### config.mk
export PLATFORM = sky130hd
export DESIGN_NAME = lcd_window_stats
export DESIGN_NICKNAME = d
export VERILOG_FILES = /design/src/rtl/lcd_window_stats.sv
export SDC_FILE = /design/constraint.sdc
export NUM_CORES = 1
export LEC_CHECK = 0
export BUFFER_PORTS_ARGS = -buffer_cell sky130_fd_sc_hd__clkbuf_2
export CORE_AREA = 2 2 93 95
export DETAILED_ROUTE_END_ITERATION = 10
export DIE_AREA = 0 0 95 97
export GPL_ROUTABILITY_DRIVEN = 0
export GPL_TIMING_DRIVEN = 0
export MAX_ROUTING_LAYER = met4
export PLACE_DENSITY = 0.79
export SLEW_MARGIN = 5
export SYNTH_ARGS = -nofsm -noshare
export SYNTH_HDL_FRONTEND = slang
export SYNTH_SLANG_ARGS = --single-unit
### constraint.sdc
create_clock -name clk -period 2.56 [get_ports clk]
set_input_delay 0 -clock clk [delete_from_list [all_inputs] [get_ports clk]]
set_output_delay 0 -clock clk [all_outputs]
set_load 0.02 [all_outputs]
### src/rtl/lcd_window_stats.sv
// lcd_window_stats
// Collects the 3x3 window that the LCD controller streams out one pixel per
// cycle. For each window it computes the sum, the maximum and its scan index,
// the minimum and the centre pixel. Each result is offered on a valid/ready
// port.
//
// Ports:
//   clk          rising-edge clock
//   reset        asynchronous, active-high reset
//   pix_in       pixel from the controller's dataout
//   pix_valid    controller's output_valid; high for NPIX consecutive cycles
//   res_ready    downstream accepts the held result
//   res_valid    result registers hold an unconsumed window result
//   res_sum      sum of the window pixels
//   res_max      maximum pixel
//   res_max_idx  scan index of the first occurrence of the maximum
//   res_min      minimum pixel
//   res_center   pixel at the centre scan index
//   overrun      sticky; a new result replaced one that was never consumed
//   frag_err     one-cycle pulse; a window ended before all pixels arrived
module lcd_window_stats #(
    parameter int unsigned DW   = 8,
    parameter int unsigned NPIX = 9,
    parameter int unsigned SW   = 12
) (
    input  logic          clk,
    input  logic          reset,
    input  logic [DW-1:0] pix_in,
    input  logic          pix_valid,
    input  logic          res_ready,
    output logic          res_valid,
    output logic [SW-1:0] res_sum,
    output logic [DW-1:0] res_max,
    output logic [3:0]    res_max_idx,
    output logic [DW-1:0] res_min,
    output logic [DW-1:0] res_center,
    output logic          overrun,
    output logic          frag_err
);

    localparam int unsigned CW = 4;
    localparam logic [CW-1:0] LAST_IDX   = CW'(NPIX - 1);
    localparam logic [CW-1:0] CENTER_IDX = CW'(NPIX / 2);

    typedef enum logic {
        IDLE,
        COLLECT
    } state_t;

    state_t        state, state_n;
    logic [CW-1:0] cnt, cnt_n;
    logic [SW-1:0] acc_sum, acc_sum_n;
    logic [DW-1:0] acc_max, acc_max_n;
    logic [DW-1:0] acc_min, acc_min_n;
    logic [3:0]    acc_idx, acc_idx_n;
    logic [DW-1:0] acc_center, acc_center_n;

    logic          res_valid_n;
    logic [SW-1:0] res_sum_n;
    logic [DW-1:0] res_max_n;
    logic [3:0]    res_max_idx_n;
    logic [DW-1:0] res_min_n;
    logic [DW-1:0] res_center_n;
    logic          overrun_n;
    logic          frag_err_n;

    // Current pixel folded into the running statistics.
    // The strict compare keeps the lowest index when the maximum is tied.
    logic [SW-1:0] sum_fold_c;
    logic          new_max_c;
    logic          new_min_c;

    assign sum_fold_c = acc_sum + SW'(pix_in);
    assign new_max_c  = pix_in > acc_max;
    assign new_min_c  = pix_in < acc_min;

    // State register
    always_ff @(posedge clk or posedge reset) begin
        if (reset) begin
            state <= IDLE;
        end else begin
            state <= state_n;
        end
    end

    // Next-state, accumulator and result logic
    always_comb begin
        state_n       = state;
        cnt_n         = cnt;
        acc_sum_n     = acc_sum;
        acc_max_n     = acc_max;
        acc_min_n     = acc_min;
        acc_idx_n     = acc_idx;
        acc_center_n  = acc_center;
        res_valid_n   = res_valid && !res_ready;
        res_sum_n     = res_sum;
        res_max_n     = res_max;
        res_max_idx_n = res_max_idx;
        res_min_n     = res_min;
        res_center_n  = res_center;
        overrun_n     = overrun;
        frag_err_n    = 1'b0;

        case (state)
            IDLE: begin
                if (pix_valid) begin
                    acc_sum_n    = SW'(pix_in);
                    acc_max_n    = pix_in;
                    acc_min_n    = pix_in;
                    acc_idx_n    = 4'd0;
                    acc_center_n = '0;
                    cnt_n        = CW'(1);
                    state_n      = COLLECT;
                end
            end
            COLLECT: begin
                if (pix_valid) begin
                    acc_sum_n = sum_fold_c;
                    if (new_max_c) begin
                        acc_max_n = pix_in;
                        acc_idx_n = 4'(cnt);
                    end
                    if (new_min_c) begin
                        acc_min_n = pix_in;
                    end
                    if (cnt == CENTER_IDX) begin
                        acc_center_n = pix_in;
                    end
                    if (cnt == LAST_IDX) begin
                        // The last pixel goes straight into the result registers.
                        state_n       = IDLE;
                        cnt_n         = '0;
                        res_sum_n     = sum_fold_c;
                        res_max_n     = new_max_c ? pix_in : acc_max;
                        res_max_idx_n = new_max_c ? 4'(cnt) : acc_idx;
                        res_min_n     = new_min_c ? pix_in : acc_min;
                        res_center_n  = acc_center;
                        res_valid_n   = 1'b1;
                        if (res_valid && !res_ready) begin
                            overrun_n = 1'b1;
                        end
                    end else begin
                        cnt_n = cnt + CW'(1);
                    end
                end else begin
                    // The window is fragmented: drop the partial statistics.
                    frag_err_n   = 1'b1;
                    state_n      = IDLE;
                    cnt_n        = '0;
                    acc_sum_n    = '0;
                    acc_max_n    = '0;
                    acc_min_n    = '0;
                    acc_idx_n    = 4'd0;
                    acc_center_n = '0;
                end
            end
            default: begin
                state_n = IDLE;
                cnt_n   = '0;
            end
        endcase
    end

    // Datapath and output registers
    always_ff @(posedge clk or posedge reset) begin
        if (reset) begin
            cnt         <= '0;
            acc_sum     <= '0;
            acc_max     <= '0;
            acc_min     <= '0;
            acc_idx     <= 4'd0;
            acc_center  <= '0;
            res_valid   <= 1'b0;
            res_sum     <= '0;
            res_max     <= '0;
            res_max_idx <= 4'd0;
            res_min     <= '0;
            res_center  <= '0;
            overrun     <= 1'b0;
            frag_err    <= 1'b0;
        end else begin
            cnt         <= cnt_n;
            acc_sum     <= acc_sum_n;
            acc_max     <= acc_max_n;
            acc_min     <= acc_min_n;
            acc_idx     <= acc_idx_n;
            acc_center  <= acc_center_n;
            res_valid   <= res_valid_n;
            res_sum     <= res_sum_n;
            res_max     <= res_max_n;
            res_max_idx <= res_max_idx_n;
            res_min     <= res_min_n;
            res_center  <= res_center_n;
            overrun     <= overrun_n;
            frag_err    <= frag_err_n;
        end
    end

endmodule

==> impl_results.md, run 1 <==
* Crit path time final at 2320 ps
* CTS Root Cell: clkbuf_8
* Critical R2R Launch: acc_sum[0]$_DFFE_PP0P_
* GR peak layer: met2
* CTS buffer count at 9
* Total track usage at 0.274
* Area grow syn2layout at 13.9%
* Cell area after synthesis at 0.00473 mm2
* Yosys top cell area share at 0.466
* Post-route setup slack at 237 ps
* TritonRoute pass-1 iters at 5
* Drt drc at 0
* YS warnings at 0
* First DRT Iteration DRCs at 259
* Clk sink count at 88
* Vias in the first global route at 4013
* Post-CTS sizing at 0
* CP Max Fanout at 3
* Nets at 603
* Crit path DAT at 2610 ps
* Area taken by multi-input logic gates at 0.00227 mm2
* Synth cell types at 51
* Die area at 0.00922 mm2
* Routing usage on met3 at 0.0397
* Avg Cell Area, Syn at 9.50 um2
* Worst Hold Launch: pix_in[4]
* Max Buffers Root-to-Sink at 2
* Cells after Synth at 498
* Final cell count without fillers at 675
* Crit path launch type: register
* Port Buffers at 53
* Worst skew pair latency at 370 ps
* Row count at 33
* Seq. cell area at 0.00220 mm2
* Fmax at 430 MHz
* Fin. Hold Viols at 0
* Die height at 97 um
* Post-synth top area cell: dfrtp_1
* Hold Worst Slack at 53.1 ps
* First-pass GRT wire length at 19200 um
* Worst slew margin at 0.563
* M1 GR Usage at 0.354
* Antenna cell count at 0
* RSZ-0062 raised after global routing: false
* Reg2Reg Depth at 9
* Initial Util at 0.581
* Clock Skew at 12.3 ps
* Max Cap Violations at 0
* Area of the core at 0.00813 mm2
* WL/cell at 17.4 um
* GRT overflow at 0
* Worst VDD drop at 379 uV
* Via count at 4067
* # IOs at 55
* Post CTS Setup Buffer Count at 0
* Reg2reg end: acc_sum[8]$_DFFE_PP0P_
* Endpoints failing setup at 0
* Antenna violations before repair at 0
* Worst setup EP type: register
* Most common cell in the netlist: dfrtp_1
* Final worst path period share at 0.908
* Total chip power at 3320 uW
* Lkg Pwr at 0.00266 uW
* Critical path startpoint: acc_sum[0]$_DFFE_PP0P_
* M2 GR Usage at 0.437
* Fill count at 659
* Via/cell ratio at 6.03
* Dpl hpwl at 8300 um
* Data required, critical path at 2840 ps
* Slew @ Worst Pin at 653 ps
* Slew Viols, Final at 0
* Seq cells post-synth at 88
* TritonCTS clock tree: done
* Htree depth at 3
* Pre-CTS setup slack at 309 ps
* Chip width at 95 um
* Main synth FF type: dfrtp_1
* Hold EP: acc_sum[4]$_DFFE_PP0P_
* HP Class: in -> reg
* Async SR Flop Fraction at 1.00
* Crit Path Class: reg -> reg
* Post-synth EDFFs at 0
* Status: completed
* Final ANT Viol Nets at 0
* Top cells by area, synth: dfrtp_1 (47%), nand2_1 (6.9%), ha_1 (6.6%)
* Clock Pin Slew Worst Setup and Hold Paths at 100 ps
* Post-Route WL at 11700 um
* Power density over the cells at 616 mW/mm2
* Seq/Total Area, Yosys at 0.466
* FF-to-FF setup slack at 240 ps
* Layout cells sized above 1 at 0.179
* Pin count of the biggest net entering global routing at 65
* Synth top cells by count: dfrtp_1 (88), nand2_1 (87), o21ai_0 (37), nor2_1 (31), inv_1 (29)
* Placed Cells at 657
* Post-Syn Nets at 536
* Hold path cells at 3
==> cells in the final DEF (no fill, tap or decap), drive strengths merged, types with 3 or more instances in the layout <==
cell type  Yosys  routed
mux2i         12      12
o21ai         42      42
a21o           3       3
a22o          16      16
dfrtp         88      88
a211o          7       7
o2bb2ai        6       6
nor2          32      32
or3            3       3
inv           29      32
nand3          6       6
nor2b          4       4
a221oi         9       9
a221o          3       3
nand2         87      87
ha            25      25
a21oi         24      24
a31o           7       7
nor3          15      15
o211ai         5       5
clkbuf        16      79
buf           13      14
a31oi          3       3
a211oi         4       4
xor2           5       5
nand4          5       5
xnor2          5       5
==> kinds of logic (layout without fill, tap and decap cells) <==
family,Yosys count,in the layout,share of synthesized area
multiplexers,12,12,0.0254
AO/OA/AOI/OAI,140,140,0.210
flip-flops,88,88,0.466
AND/OR/NAND/NOR,164,164,0.156
adder cells (fa/ha/maj),26,26,0.0704
XOR/XNOR,10,10,0.0185
buffers and inverters,58,130,0.0540
==> power breakdown <==
| part | switching (uW) | internal, uW | total, uW |
|---|---|---|---|
| combinational | 464 | 291 | 755 |
| clock | 537 | 492 | 1030 |
| sequential | 66.5 | 1470 | 1530 |
==> area by class of cell <==
| class | count | area share |
|---|---|---|
| Buffer | 29 | 0.0272 |
| Clock buffer | 10 | 0.0256 |
| Clock inverter | 6 | 0.0135 |
| Inverter | 29 | 0.0207 |
| Multi-Input combinational cell | 352 | 0.422 |
| Sequential cell | 88 | 0.409 |
| Tap cell | 105 | 0.0244 |
| Timing Repair Buffer | 56 | 0.0581 |
==> repair_timing <==
| item | in CTS | in global routing |
|---|---|---|
| hold buffers | 2 | 0 |
| setup endpoints to repair | 0 | 0 |
| endpoints found under the hold margin | 90 | 0 |
==> metal layers <==
metal,wire [um],up-vias
met3,651,29
met2,5660,144
li1,-,1902
met5,0,-
met4,301,0
met1,5110,1992
==> worst max path at each step <==
| stage | cells past startpoint | slack, ps | to |
|---|---|---|---|
| 4_1_cts | 9 | 260 | acc_sum[8]$_DFFE_PP0P_ |
| 3_5_place_dp | 9 | 310 | acc_sum[10]$_DFFE_PP0P_ |
| 3_3_place_gp | 2 | -660 | res_min[5]$_DFFE_PP0P_ |
| 5_1_grt | 9 | 70 | acc_sum[10]$_DFFE_PP0P_ |
| 6_report | 9 | 240 | acc_sum[8]$_DFFE_PP0P_ |
| 2_1_floorplan | 1 | 280 | acc_center[0]$_DFFE_PP0P_ |
==> registers in the layout, summed over array words and instances, names as in the netlist, 8 cells and up <==
register / flops
acc_max: 8
res_center: 8
acc_min: 8
res_max: 8
res_min: 8
acc_center: 8
res_sum: 12
acc_sum: 12
==> critical path, stage by stage, from the launching register on <==
cell	delay (ps)
dfrtp_1	360
ha_1	200
inv_1	70
fa_1	400
nor2b_1	170
o211ai_1	130
a221oi_1	370
nor2_1	140
or3_1	330
o21ai_0	80
==> metrics by stage <==
step | cell area (um2) | util | TNS [ps]
5_1_grt | 5390 | 0.662 | 0
4_1_cts | 5390 | 0.662 | 0
3_5_place_dp | 5160 | 0.634 | 0
6_report | 5390 | 0.662 | 0
2_1_floorplan | 4730 | - | 0
3_3_place_gp | 5130 | 0.630 | -57440
(Power assumes the default switching activity.)
==> inputs of run 2 (changes only) <==
--- a/config.mk
+++ b/config.mk
@@ -6,13 +6,15 @@
 export NUM_CORES = 1
 export LEC_CHECK = 0
 export BUFFER_PORTS_ARGS = -buffer_cell sky130_fd_sc_hd__clkbuf_2
-export CORE_AREA = 2 2 93 95
+export CELL_PAD_IN_SITES_DETAIL_PLACEMENT = 1
+export CELL_PAD_IN_SITES_GLOBAL_PLACEMENT = 1
+export CORE_AREA = 2 2 106 108
 export DETAILED_ROUTE_END_ITERATION = 10
-export DIE_AREA = 0 0 95 97
+export DIE_AREA = 0 0 108 110
 export GPL_ROUTABILITY_DRIVEN = 0
 export GPL_TIMING_DRIVEN = 0
 export MAX_ROUTING_LAYER = met4
-export PLACE_DENSITY = 0.79
+export PLACE_DENSITY_LB_ADDON = 0.1
 export SLEW_MARGIN = 5
 export SYNTH_ARGS = -nofsm -noshare
 export SYNTH_HDL_FRONTEND = slang
==> run 2 against run 1 <==
Compared with the run above:
- critical path depth stayed put
- clock power rose by 7%
- global-route usage is 2.1 points lower
- clock-buffer cell count shrank 1
- via count down 1.9%
- sequential share of layout area down 0.42 points
==> impl_results.md, run 2 (synthesis results as in run 1) <==
* Lkg Pwr at 0.00266 uW
* Slowest stage delay, CP at 400 ps
* Area of the core at 0.0107 mm2
* Seq. cell area at 0.00220 mm2
* Placed Cells at 692
* HP Class: in -> reg
* Placed cell area at 0.00520 mm2
* Htree depth at 3
* Buf/Inv on CP at 1
* First DRT Iteration DRCs at 142
* Crit Path Class: reg -> reg
* Slowest CP cell: fa_1
* Critical R2R Launch: acc_sum[0]$_DFFE_PP0P_
* Crit path time final at 2330 ps
* Post-route cell area at 0.00544 mm2
* RSZ-0062 raised after global routing: false
* Most frequent cells in the layout: dfrtp_1 (88), nand2_1 (87), clkbuf_2 (53)
* Worst skew pair latency at 370 ps
* CTS Root Cell: clkbuf_8
* Fmax at 429 MHz
* Area taken by multi-input logic gates at 0.00227 mm2
* Crit path DAT at 2580 ps
* Row count at 38
* Setup TNS at 0 ps
* Power density over the cells at 626 mW/mm2
* Drt drc at 0
* First-pass GRT wire length at 22200 um
* Nets at 603
* Max Cap Violations at 0
* Pin count of the biggest net entering global routing at 59
* Reg2Reg Depth at 9
* Critical path's top delay family: compound AO/OA/AOI/OAI gates
* # IOs at 55
* Chip width at 108 um
* Final ANT Viol Nets at 0
* Area grow syn2layout at 15.1%
* Worst slew margin at 0.562
* Reg2reg end: acc_sum[10]$_DFFE_PP0P_
* Slew Viols, Final at 0
* Data required, critical path at 2810 ps
* Post CTS Setup Buffer Count at 0
* Port Buffers at 53
* Top cell by count, worst path: o211ai_1
* Total track usage at 0.253
* Most common cell after layout, fill and taps aside: dfrtp_1
* Antenna cell count at 0
* Endpoints failing setup at 0
* Final cell count without fillers at 710
* Sequence of cells on the critical path: ha_1 > inv_1 > fa_1 > nor2b_1 > o211ai_1 > a221oi_1 > o211ai_1 > a21oi_1 > o22ai_1
* Worst Hold Launch: pix_in[0]
* Worst VDD drop at 231 uV
* Clk sink count at 88
* Antenna violations before repair at 0
* Die area at 0.0119 mm2
* Fill count at 1246
* Via/cell ratio at 5.62
* Initial Util at 0.442
* Clock Skew at 7.11 ps
* Final worst path period share at 0.911
* Crit path launch type: register
* Layout cells sized above 1 at 0.179
* Vias in the first global route at 4217
* CTS buffer count at 9
* Die height at 110 um
* Status: completed
* Fin. Hold Viols at 0
* Hold EP: acc_center[0]$_DFFE_PP0P_
* WL/cell at 18.8 um
* Clock Pin Slew Worst Setup and Hold Paths at 90 ps
* Dpl hpwl at 9430 um
* Max Buffers Root-to-Sink at 2
* TritonRoute pass-1 iters at 4
* CP Max Fanout at 3
* TritonCTS clock tree: done
* Worst setup EP type: register
* Via count at 3990
* Hold path cells at 2
* Largest registers: acc_sum: 12 flops, res_sum: 12 flops
* Slew @ Worst Pin at 657 ps
* Post-Route WL at 13300 um
* FF-to-FF setup slack at 230 ps
* Critical path startpoint: acc_sum[0]$_DFFE_PP0P_
* GRT overflow at 0
## run 2: layer usage
| metal | wire length (um) | GRT usage |
|---|---|---|
| met1 | 6280 | 0.329 |
| met2 | 6520 | 0.414 |
| met3 | 305 | 0.0306 |
| met4 | 235 | 0.0907 |
| met5 | 0 | - |
## run 2: timing repair
item                                   4_1_cts  5_1_grt
endpoints found under the hold margin       32        0
hold buffers                                 2        0
gates resized for setup                      0        0
## run 2: area by class of cell
class,count,share of cell area
tap,140,0.0322
clock inverter,7,0.0182
clock buffer,9,0.0228
inverter,29,0.0205
sequential,88,0.405
buffer,29,0.0269
timing repair buffer,56,0.0575
multi-input combinational,352,0.417
## run 2: metrics by stage
stage	setup WS (ps)	util	hold slack (ps)	power, uW
floorplan	281	-	133	2090
global placement	-869	0.483	281	2290
detailed placement	264	0.486	32.1	2320
CTS	227	0.509	14.0	3440
global route	21.1	0.509	17.2	3590
finish	227	0.509	23.5	3410
## run 2: where the power goes
part	internal (uW)	total [uW]	switching (uW)
registers	1470	1530	65.9
clock network	558	1100	547
logic	290	769	480
total	2310	3410	1090
## run 2: worst max-delay path by stage
stage / to / cells after the start
final: acc_sum[10]$_DFFE_PP0P_ / 9
after global routing: acc_sum[10]$_DFFE_PP0P_ / 9
after detailed placement: acc_sum[10]$_DFFE_PP0P_ / 9
after global placement: acc_min[1]$_DFFE_PP0P_ / 2
after floorplan: acc_center[0]$_DFFE_PP0P_ / 1
after CTS: acc_sum[10]$_DFFE_PP0P_ / 9
==> inputs of run 3 (changes only) <==
--- a/config.mk
+++ b/config.mk
@@ -7,14 +7,14 @@
 export LEC_CHECK = 0
 export BUFFER_PORTS_ARGS = -buffer_cell sky130_fd_sc_hd__clkbuf_2
 export CELL_PAD_IN_SITES_DETAIL_PLACEMENT = 1
-export CELL_PAD_IN_SITES_GLOBAL_PLACEMENT = 1
-export CORE_AREA = 2 2 106 108
+export CELL_PAD_IN_SITES_GLOBAL_PLACEMENT = 2
+export CORE_AREA = 2 2 117 119
 export DETAILED_ROUTE_END_ITERATION = 10
-export DIE_AREA = 0 0 108 110
+export DIE_AREA = 0 0 119 121
 export GPL_ROUTABILITY_DRIVEN = 0
 export GPL_TIMING_DRIVEN = 0
 export MAX_ROUTING_LAYER = met4
-export PLACE_DENSITY_LB_ADDON = 0.1
+export PLACE_DENSITY = 0.84
 export SLEW_MARGIN = 5
 export SYNTH_ARGS = -nofsm -noshare
 export SYNTH_HDL_FRONTEND = slang
==> run 3 against run 2 <==
Compared with the run above:
- clock-buffer cell count is 4 higher
- combinational power barely moved
- hold slack better by 38 ps
- sequential power about the same
- clock skew rose by 5.8 ps
- setup slack worse by 1.2 ps
- sequential share of layout area fell by 0.77 points
- core utilization is 8.5 points lower
- register-to-register slack is essentially flat
- critical path depth unchanged
- final cell count increased by 5.1%
==> impl_results.md, run 3 (synthesis results as in run 1) <==
* Worst setup EP type: register
* Nets at 603
* M2 GR Usage at 0.333
* CP Max Fanout at 10
* Worst VDD drop at 272 uV
* TritonCTS clock tree: done
* Most common cell after layout, fill and taps aside: dfrtp_1
* Crit path time final at 2330 ps
* Die area at 0.0144 mm2
* GR peak layer: met2
* Post-route cell area at 0.00555 mm2
* Htree depth at 3
* Clock Pin Slew Worst Setup and Hold Paths at 60 ps
* GRT overflow at 0
* WL/cell at 18.3 um
* Slew Viols, Final at 0
* Gate power share at 0.213
* Crit path launch type: register
* Port Buffers at 53
* Drt drc at 0
* Total track usage at 0.205
* Worst Hold Launch: pix_in[0]
* Slowest stage delay, CP at 390 ps
* Dpl hpwl at 9710 um
* Row count at 42
* Post-CTS sizing at 0
* Seq pwr share at 0.424
* Sequence of cells on the critical path: inv_1 > ha_1 > nor2b_1 > o211ai_1 > a21oi_1 > o31ai_2 > buf_2 > mux2i_1 > a21oi_1
* Max Cap Violations at 0
* Post CTS Setup Buffer Count at 0
* Final ANT Viol Nets at 0
* FF-to-FF setup slack at 230 ps
* Clock Skew at 13.0 ps
* Switching share of power at 0.303
* Cell internal pwr at 2510 uW
* P_sw at 1090 uW
* CTS Root Cell: clkbuf_16
* First-pass GRT wire length at 22500 um
* Hold Buf Count CTS at 2
* HP Class: in -> reg
* Fmax at 428 MHz
* TritonRoute pass-1 iters at 4
* Top cell by count, worst path: a21oi_1
* Hold Worst Slack at 61.1 ps
* # IOs at 55
* Crit Path Class: reg -> reg
* Most frequent cells in the layout: dfrtp_1 (88), nand2_1 (87), clkbuf_2 (53)
* First DRT Iteration DRCs at 198
* Area grow syn2layout at 17.3%
* Slowest CP cell: dfrtp_1
* Clk sink count at 88
* Largest registers: acc_sum: 12 flops, res_sum: 12 flops
* Layout cells sized above 1 at 0.172
* Critical path's top delay family: compound AO/OA/AOI/OAI gates
* Final worst path period share at 0.912
* Lkg Pwr at 0.00268 uW
* Post-Route WL at 13600 um
* Critical R2R Launch: acc_max[1]$_DFFE_PP0P_
* RSZ-0062 raised after global routing: false
* Antenna violations before repair at 0
* Status: completed
* Power density over the cells at 650 mW/mm2
* Initial Util at 0.361
* Die height at 121 um
* Worst slew margin at 0.581
* Endpoints failing setup at 0
* Via count at 3988
* Via/cell ratio at 5.35
* Worst skew pair latency at 340 ps
* Chip width at 119 um
* Fin. Hold Viols at 0
* Routing usage on met3 at 0.0305
* Buf/Inv on CP at 2
* Data required, critical path at 2770 ps
* Slew @ Worst Pin at 629 ps
* Antenna cell count at 0
* Clock share of power at 0.363
* Placed cell area at 0.00525 mm2
* M1 GR Usage at 0.267
* Vias in the first global route at 4271
* Area of the core at 0.0131 mm2
* Crit path DAT at 2540 ps
* Pin count of the biggest net entering global routing at 56
* Critical path startpoint: acc_max[1]$_DFFE_PP0P_
* CTS buffer count at 9
* Max Buffers Root-to-Sink at 2
-- run 3: cell count changes in the layout (fill, tap and decap cells not counted), sizes merged --
cell,change
bufinv,-1
inv,-3
clkbuf,+4
-- run 3: layout make-up --
cell class | instances | area [um2]
Sequential cell | 88 | 2200
Fill cell | 1534 | 7540
Clock buffer | 13 | 240
Multi-Input combinational cell | 352 | 2270
Tap cell | 176 | 220
Buffer | 29 | 146
Clock inverter | 3 | 42.5
Timing Repair Buffer | 56 | 313
Inverter | 29 | 111
-- run 3: path summary, 6_finish.rpt --
path | depth (start not counted) | end
setup / recovery | 9 | res_max[1]$_DFFE_PP0P_
hold / removal | 2 | acc_center[0]$_DFFE_PP0P_
setup reg to reg | 9 | res_max[1]$_DFFE_PP0P_
hold reg to reg | 2 | res_sum[4]$_DFFE_PP0P_
max in group asynchronous | 4 | acc_max[2]$_DFFE_PP0P_
min in group asynchronous | 3 | res_sum[2]$_DFFE_PP0P_
-- run 3: metrics by stage --
stage               setup TNS (ps)   util  setup WS [ps]  total power [uW]  cells
floorplan                        0      -            281              2090    498
global placement            -79460  0.399           -907              2280    727
detailed placement               0  0.401            251              2330    728
CTS                              0  0.424            220              3650    746
global route                     0  0.424           8.65              3790    746
finish                           0  0.424            226              3610    746
-- run 3: power groups by stage --
| stage | clock (uW) | sequential, uW | combinational (uW) |
|---|---|---|---|
| after global placement | 0 | 1550 | 726 |
| after CTS | 1340 | 1530 | 777 |
| after global routing | 1390 | 1540 | 863 |
| after floorplan | 0 | 1550 | 545 |
| final | 1310 | 1530 | 768 |
| after detailed placement | 0 | 1560 | 770 |
-- run 3: worst register-to-register path, cell delays in order (launching register included) --
cell and delay (ps):
dfrtp_1 390, inv_1 60, ha_1 280, nor2b_1 140, o211ai_1 170, a21oi_1 100, o31ai_2 290, buf_2 330
mux2i_1 320, a21oi_1 110
-- run 3: metal layers --
metal / up-vias / routed length (um)
li1: 1899 / -
met1: 2022 / 6280
met2: 61 / 6780
met3: 6 / 447
met4: 0 / 125
met5: - / 0
